--- config.mk ---
export PLATFORM = sky130hd
export DESIGN_NAME = ahb_apb_bridge
export DESIGN_NICKNAME = d
export VERILOG_FILES = /design/src/rtl/ahb_apb_bridge.sv
export SDC_FILE = /design/constraint.sdc
export NUM_CORES = 1
export LEC_CHECK = 0
export CAP_MARGIN = 10
export CORE_MARGIN = 5
export CORE_UTILIZATION = 30
export DETAILED_ROUTE_END_ITERATION = 8
export MAX_ROUTING_LAYER = met4
export PLACE_DENSITY = 0.71
export SYNTH_ARGS = -nofsm -noshare
export SYNTH_HDL_FRONTEND = slang
export SYNTH_SLANG_ARGS = --single-unit
export TNS_END_PERCENT = 10
--- constraint.sdc ---
create_clock -name HCLK -period 2.4 [get_ports HCLK]
set_clock_uncertainty 0.2 [all_clocks]
set_input_delay 0.6 -clock HCLK [delete_from_list [all_inputs] [get_ports HCLK]]
set_output_delay 0.6 -clock HCLK [all_outputs]
set_load 0.05 [all_outputs]
--- src/rtl/ahb_apb_bridge.sv ---
// AHB-to-APB3 bridge: terminates each AHB transfer and replays it as one APB3
// access, holding HREADY_OUT low until the completer answers.
module ahb_apb_bridge #(
  parameter int ADDR_WIDTH = 32,
  parameter int DATA_WIDTH = 32,
  parameter int NUM_SLAVES = 4,
  parameter int SEL_LSB    = 12
) (
  input  logic                  HCLK,
  input  logic                  HRESET,
  input  logic                  HSEL,
  input  logic [ADDR_WIDTH-1:0] HADDR,
  input  logic [1:0]            HTRANS,
  input  logic                  HWRITE,
  input  logic [DATA_WIDTH-1:0] HWDATA,
  output logic [DATA_WIDTH-1:0] HRDATA,
  output logic [1:0]            HRESP,
  output logic                  HREADY_OUT,
  output logic [NUM_SLAVES-1:0] PSEL,
  output logic                  PENABLE,
  output logic [ADDR_WIDTH-1:0] PADDR,
  output logic                  PWRITE,
  output logic [DATA_WIDTH-1:0] PWDATA,
  input  logic [DATA_WIDTH-1:0] PRDATA,
  input  logic                  PREADY,
  input  logic                  PSLVERR,
  output logic [2:0]            dbg_state
);

  typedef enum logic [2:0] {
    ST_IDLE   = 3'd0,
    ST_SETUP  = 3'd1,
    ST_ACCESS = 3'd2,
    ST_ERR1   = 3'd3,
    ST_ERR2   = 3'd4
  } state_t;

  localparam logic [1:0] RESP_OKAY  = 2'b00;
  localparam logic [1:0] RESP_ERROR = 2'b01;

  state_t                  state_q, state_d;
  logic [DATA_WIDTH-1:0]   hrdata_q, hrdata_d;
  logic [1:0]              hresp_q, hresp_d;
  logic                    hready_q, hready_d;
  logic [NUM_SLAVES-1:0]   psel_q, psel_d;
  logic                    penable_q, penable_d;
  logic [ADDR_WIDTH-1:0]   paddr_q, paddr_d;
  logic                    pwrite_q, pwrite_d;
  logic [DATA_WIDTH-1:0]   pwdata_q, pwdata_d;

  logic [ADDR_WIDTH-1:0]   idx;
  logic                    mapped;
  logic                    accept;
  logic [NUM_SLAVES-1:0]   dec_sel;
  logic                    unused_htrans0;

  // Handshakes: AHB address is taken when HREADY_OUT && HSEL && HTRANS[1] at a
  // rising edge; APB access ends at the edge where PENABLE && PREADY.
  assign unused_htrans0 = HTRANS[0];
  assign idx    = HADDR >> SEL_LSB;
  assign mapped = (idx < ADDR_WIDTH'(NUM_SLAVES));
  assign accept = hready_q && HSEL && HTRANS[1] &&
                  ((state_q == ST_IDLE) || (state_q == ST_ERR2));

  always_comb begin
    dec_sel = '0;
    for (int i = 0; i < NUM_SLAVES; i++) begin
      if (idx == ADDR_WIDTH'(i)) dec_sel[i] = 1'b1;
    end
  end

  always_comb begin
    state_d   = state_q;
    hrdata_d  = hrdata_q;
    hresp_d   = hresp_q;
    hready_d  = hready_q;
    psel_d    = psel_q;
    penable_d = penable_q;
    paddr_d   = paddr_q;
    pwrite_d  = pwrite_q;
    pwdata_d  = pwdata_q;
    case (state_q)
      ST_IDLE, ST_ERR2: begin
        state_d  = ST_IDLE;
        hready_d = 1'b1;
        hresp_d  = RESP_OKAY;
        if (accept) begin
          hready_d = 1'b0;
          if (mapped) begin
            state_d  = ST_SETUP;
            paddr_d  = HADDR;
            pwrite_d = HWRITE;
            psel_d   = dec_sel;
          end else begin
            state_d = ST_ERR1;
            hresp_d = RESP_ERROR;
          end
        end
      end
      ST_SETUP: begin
        state_d   = ST_ACCESS;
        penable_d = 1'b1;
        // HWDATA belongs to the first data-phase cycle, which is this one.
        if (pwrite_q) pwdata_d = HWDATA;
      end
      ST_ACCESS: begin
        if (PREADY) begin
          psel_d    = '0;
          penable_d = 1'b0;
          if (PSLVERR) begin
            state_d = ST_ERR1;
            hresp_d = RESP_ERROR;
          end else begin
            state_d  = ST_IDLE;
            hready_d = 1'b1;
            hresp_d  = RESP_OKAY;
            if (!pwrite_q) hrdata_d = PRDATA;
          end
        end
      end
      ST_ERR1: begin
        state_d  = ST_ERR2;
        hready_d = 1'b1;
        hresp_d  = RESP_ERROR;
      end
      default: begin
        state_d   = ST_IDLE;
        hready_d  = 1'b1;
        hresp_d   = RESP_OKAY;
        psel_d    = '0;
        penable_d = 1'b0;
      end
    endcase
  end

  always_ff @(posedge HCLK) begin
    if (HRESET) begin
      state_q   <= ST_IDLE;
      hrdata_q  <= '0;
      hresp_q   <= RESP_OKAY;
      hready_q  <= 1'b1;
      psel_q    <= '0;
      penable_q <= 1'b0;
      paddr_q   <= '0;
      pwrite_q  <= 1'b0;
      pwdata_q  <= '0;
    end else begin
      state_q   <= state_d;
      hrdata_q  <= hrdata_d;
      hresp_q   <= hresp_d;
      hready_q  <= hready_d;
      psel_q    <= psel_d;
      penable_q <= penable_d;
      paddr_q   <= paddr_d;
      pwrite_q  <= pwrite_d;
      pwdata_q  <= pwdata_d;
    end
  end

  assign HRDATA     = hrdata_q;
  assign HRESP      = hresp_q;
  assign HREADY_OUT = hready_q;
  assign PSEL       = psel_q;
  assign PENABLE    = penable_q;
  assign PADDR      = paddr_q;
  assign PWRITE     = pwrite_q;
  assign PWDATA     = pwdata_q;
  assign dbg_state  = state_q;

endmodule

==> reports/summary.txt <==
First DRT Iteration DRCs: 164
Antenna Cells: 0
via count: 3815
Synthesized Nets: 565
synthesized instance count: 461
gp weighted congestion: 0.8016
DR vias/cell: 4.504
critical path class: reg2out
Die Width: 123.1 um
die height: 123.1 um
area of the multi-input gates: 0.001569 sq mm
number of buffers created by CTS: 9
DRT antenna net count: 0
core footprint: 0.01257 sq mm
I/O Buffers: 209
final WL: 11640 um
CTS tree: yes
DR pass1 iterations: 4
initial core utilization: 30.54%
number of setup buffers added after CTS: 0
fill count: 1161
status: completed
vias in the first global route: 3907
Critical Path Source: HRESP[0]$_SDFFE_PP0P_
EDFF count, synth: 0
Post-Syn Area: 0.003839 sq mm
Final Hold Fails: 0
WP data required: 1600 ps
Final Setup Violations: 0
setup tns final: 0 ps
DIE AREA: 0.01516 sq mm
part of the cycle the worst path needs: 97.11%
FF-to-FF Start: dbg_state[1]$_SDFFE_PP0P_
share of layout cells above drive strength 1: 8.296%
row cnt: 41
initial antenna violation count: 0
Final Core Density: 51.61%
pins over their slew limit: 0
crit path max-delay cell type: clkdlybuf4s50_1
Post-CTS Resized: 0
hpwl dp: 8866 um
num ports: 212
Final #Nets: 775
GRT Overall Usage: 15.53%
peak supply drop: 0.3246 mV
Pleak: 0.002267 uW
register bit count reported by yosys: 107
Avg Inst Size Synth: 8.327 sq um
Final Critical Period: 2331 ps
Reg clk slew, reported paths: 70 ps
sequential element share of the synthesized area: 55.80%
Root Driver: clkbuf_16
yosys synthesis warning count: 0
crit path cell chain: clkdlybuf4s50_1
Clock Sink Count: 107
crit end category: output pin
first-pass GRT wire length: 18240 um
CTS Hold Bufs: 0
CP top delay family: buffers and inverters
number of buffers and inverters on the critical path: 1
FMAX: 0.4291 GHz
Post-synth ARST share: 0%
per-cell routed wire length: 13.74 um
CP arrival: 1530 ps
Crit Path Max Fanout: 4
Post-route DRC: 0
worst slew pin tran: 530.7 ps
Synth Flop Type: dfxtp_1
Synth cell types: 39
pwr dens: 575.3 mW/mm^2
Max-cap violations: 0
nature of the critical path startpoint: flip-flop
FF/Latch Area: 0.002142 sq mm
largest net degree at the start of global routing: 48
Max Buffers Root-to-Sink: 2
RSZ-0062 raised after global routing: false
HP Class: reg2reg
max_slew headroom: 64.51%
Largest stage delay, worst path: 830 ps
H-tree depth: 3
worst-skew pair later-pin latency: 340 ps
gr ovfl total: 0
hold_sp: HRDATA[11]$_SDFFE_PP0P_
area delta synth->final: 68.97%
==> layout by cell type, fill, tap and decap left out, drive strengths merged <==
cell type | synthesis | final
a21oi | 88 | 88
dfxtp | 107 | 107
o2111ai | 1 | 1
a211oi | 1 | 1
o21bai | 2 | 2
nor2b | 2 | 2
clkbuf | 26 | 10
inv | 3 | 4
nor3 | 1 | 1
nand2b | 4 | 4
conb | 1 | 1
and3 | 3 | 3
clkinvlp | 0 | 2
a2bb2oi | 1 | 1
nor2 | 8 | 8
bufinv | 0 | 1
buf | 7 | 29
and3b | 1 | 1
nor3b | 2 | 2
a31oi | 1 | 1
o41ai | 2 | 2
clkdlybuf4s50 | 0 | 203
nand3 | 3 | 3
o21ai | 2 | 2
nor4 | 3 | 3
nand3b | 2 | 2
clkinv | 0 | 1
o22ai | 1 | 1
o31ai | 1 | 1
or4 | 3 | 3
and2 | 20 | 20
nand4b | 3 | 3
a2111o | 1 | 1
nand2 | 160 | 160
nand4 | 1 | 1
==> synthesized netlist by cell type, types with 4 or more instances <==
cell type	n	share of area, %
buf_2	4	0.52
dfxtp_1	107	56
nand2_1	160	16
and2_1	18	2.9
nand2b_1	4	0.65
clkbuf_1	26	2.5
nor2_1	7	0.68
a21oi_1	87	11
==> per-stage QoR <==
step	setup slack, ps	instance area (sq um)	power (uW)	hold slack [ps]	std cells
after floorplan	94.90	3839	2035	467.6	461
after global placement	-309.6	6167	2282	236.5	832
after detailed placement	-331.7	6167	2289	245.1	832
after CTS	33.13	6469	3787	254.6	847
after global routing	10.59	6486	3906	265.5	847
final	69.38	6486	3732	251.2	847
==> metal layers <==
metal,part of all wire (%),track usage (%)
met5,0,-
met4,2.8,6.990
met3,7.8,4.986
met2,48,24.87
met1,42,17.81
==> cell type report <==
type	count	area share, %
clock inverters	5	0.9645
clock buffers	10	3.684
well taps	172	3.318
multi-input cells	318	24.19
inverters	3	0.1736
repair buffers	232	34.65
flip-flops and latches	107	33.02
==> power breakdown <==
part | leakage [uW] | switching (uW) | internal, uW | total, uW
sequential | 0.000863 | 20.0 | 1800 | 1820
clock | 0.000141 | 646 | 837 | 1480
combinational | 0.00126 | 203 | 231 | 434
==> path summary, 6_finish.rpt <==
path                              to  slack (ps)  cells after the start
min reg2reg  HRDATA[11]$_SDFFE_PP0P_         250                      2
max reg2reg   HRDATA[1]$_SDFFE_PP0P_         490                      5
min          HRDATA[11]$_SDFFE_PP0P_         250                      2
max                         HRESP[0]          70                      1
==> logic make-up after synthesis <==
kind of cell | after synthesis | synth area share, %
simple gates | 216 | 25.36
buf+inv | 36 | 3.944
other cells | 1 | 0.09769
compound gates | 101 | 14.80
flops | 107 | 55.80
==> sequential cells by signal, summed over array words and instances, names as in the netlist <==
register and flops:
PWDATA 32, HREADY_OUT 1, PADDR 32, PWRITE 1, PSEL 4, HRDATA 32
HRESP 1, PENABLE 1, dbg_state 3
Note: power is estimated with default switching activity, not from simulation.
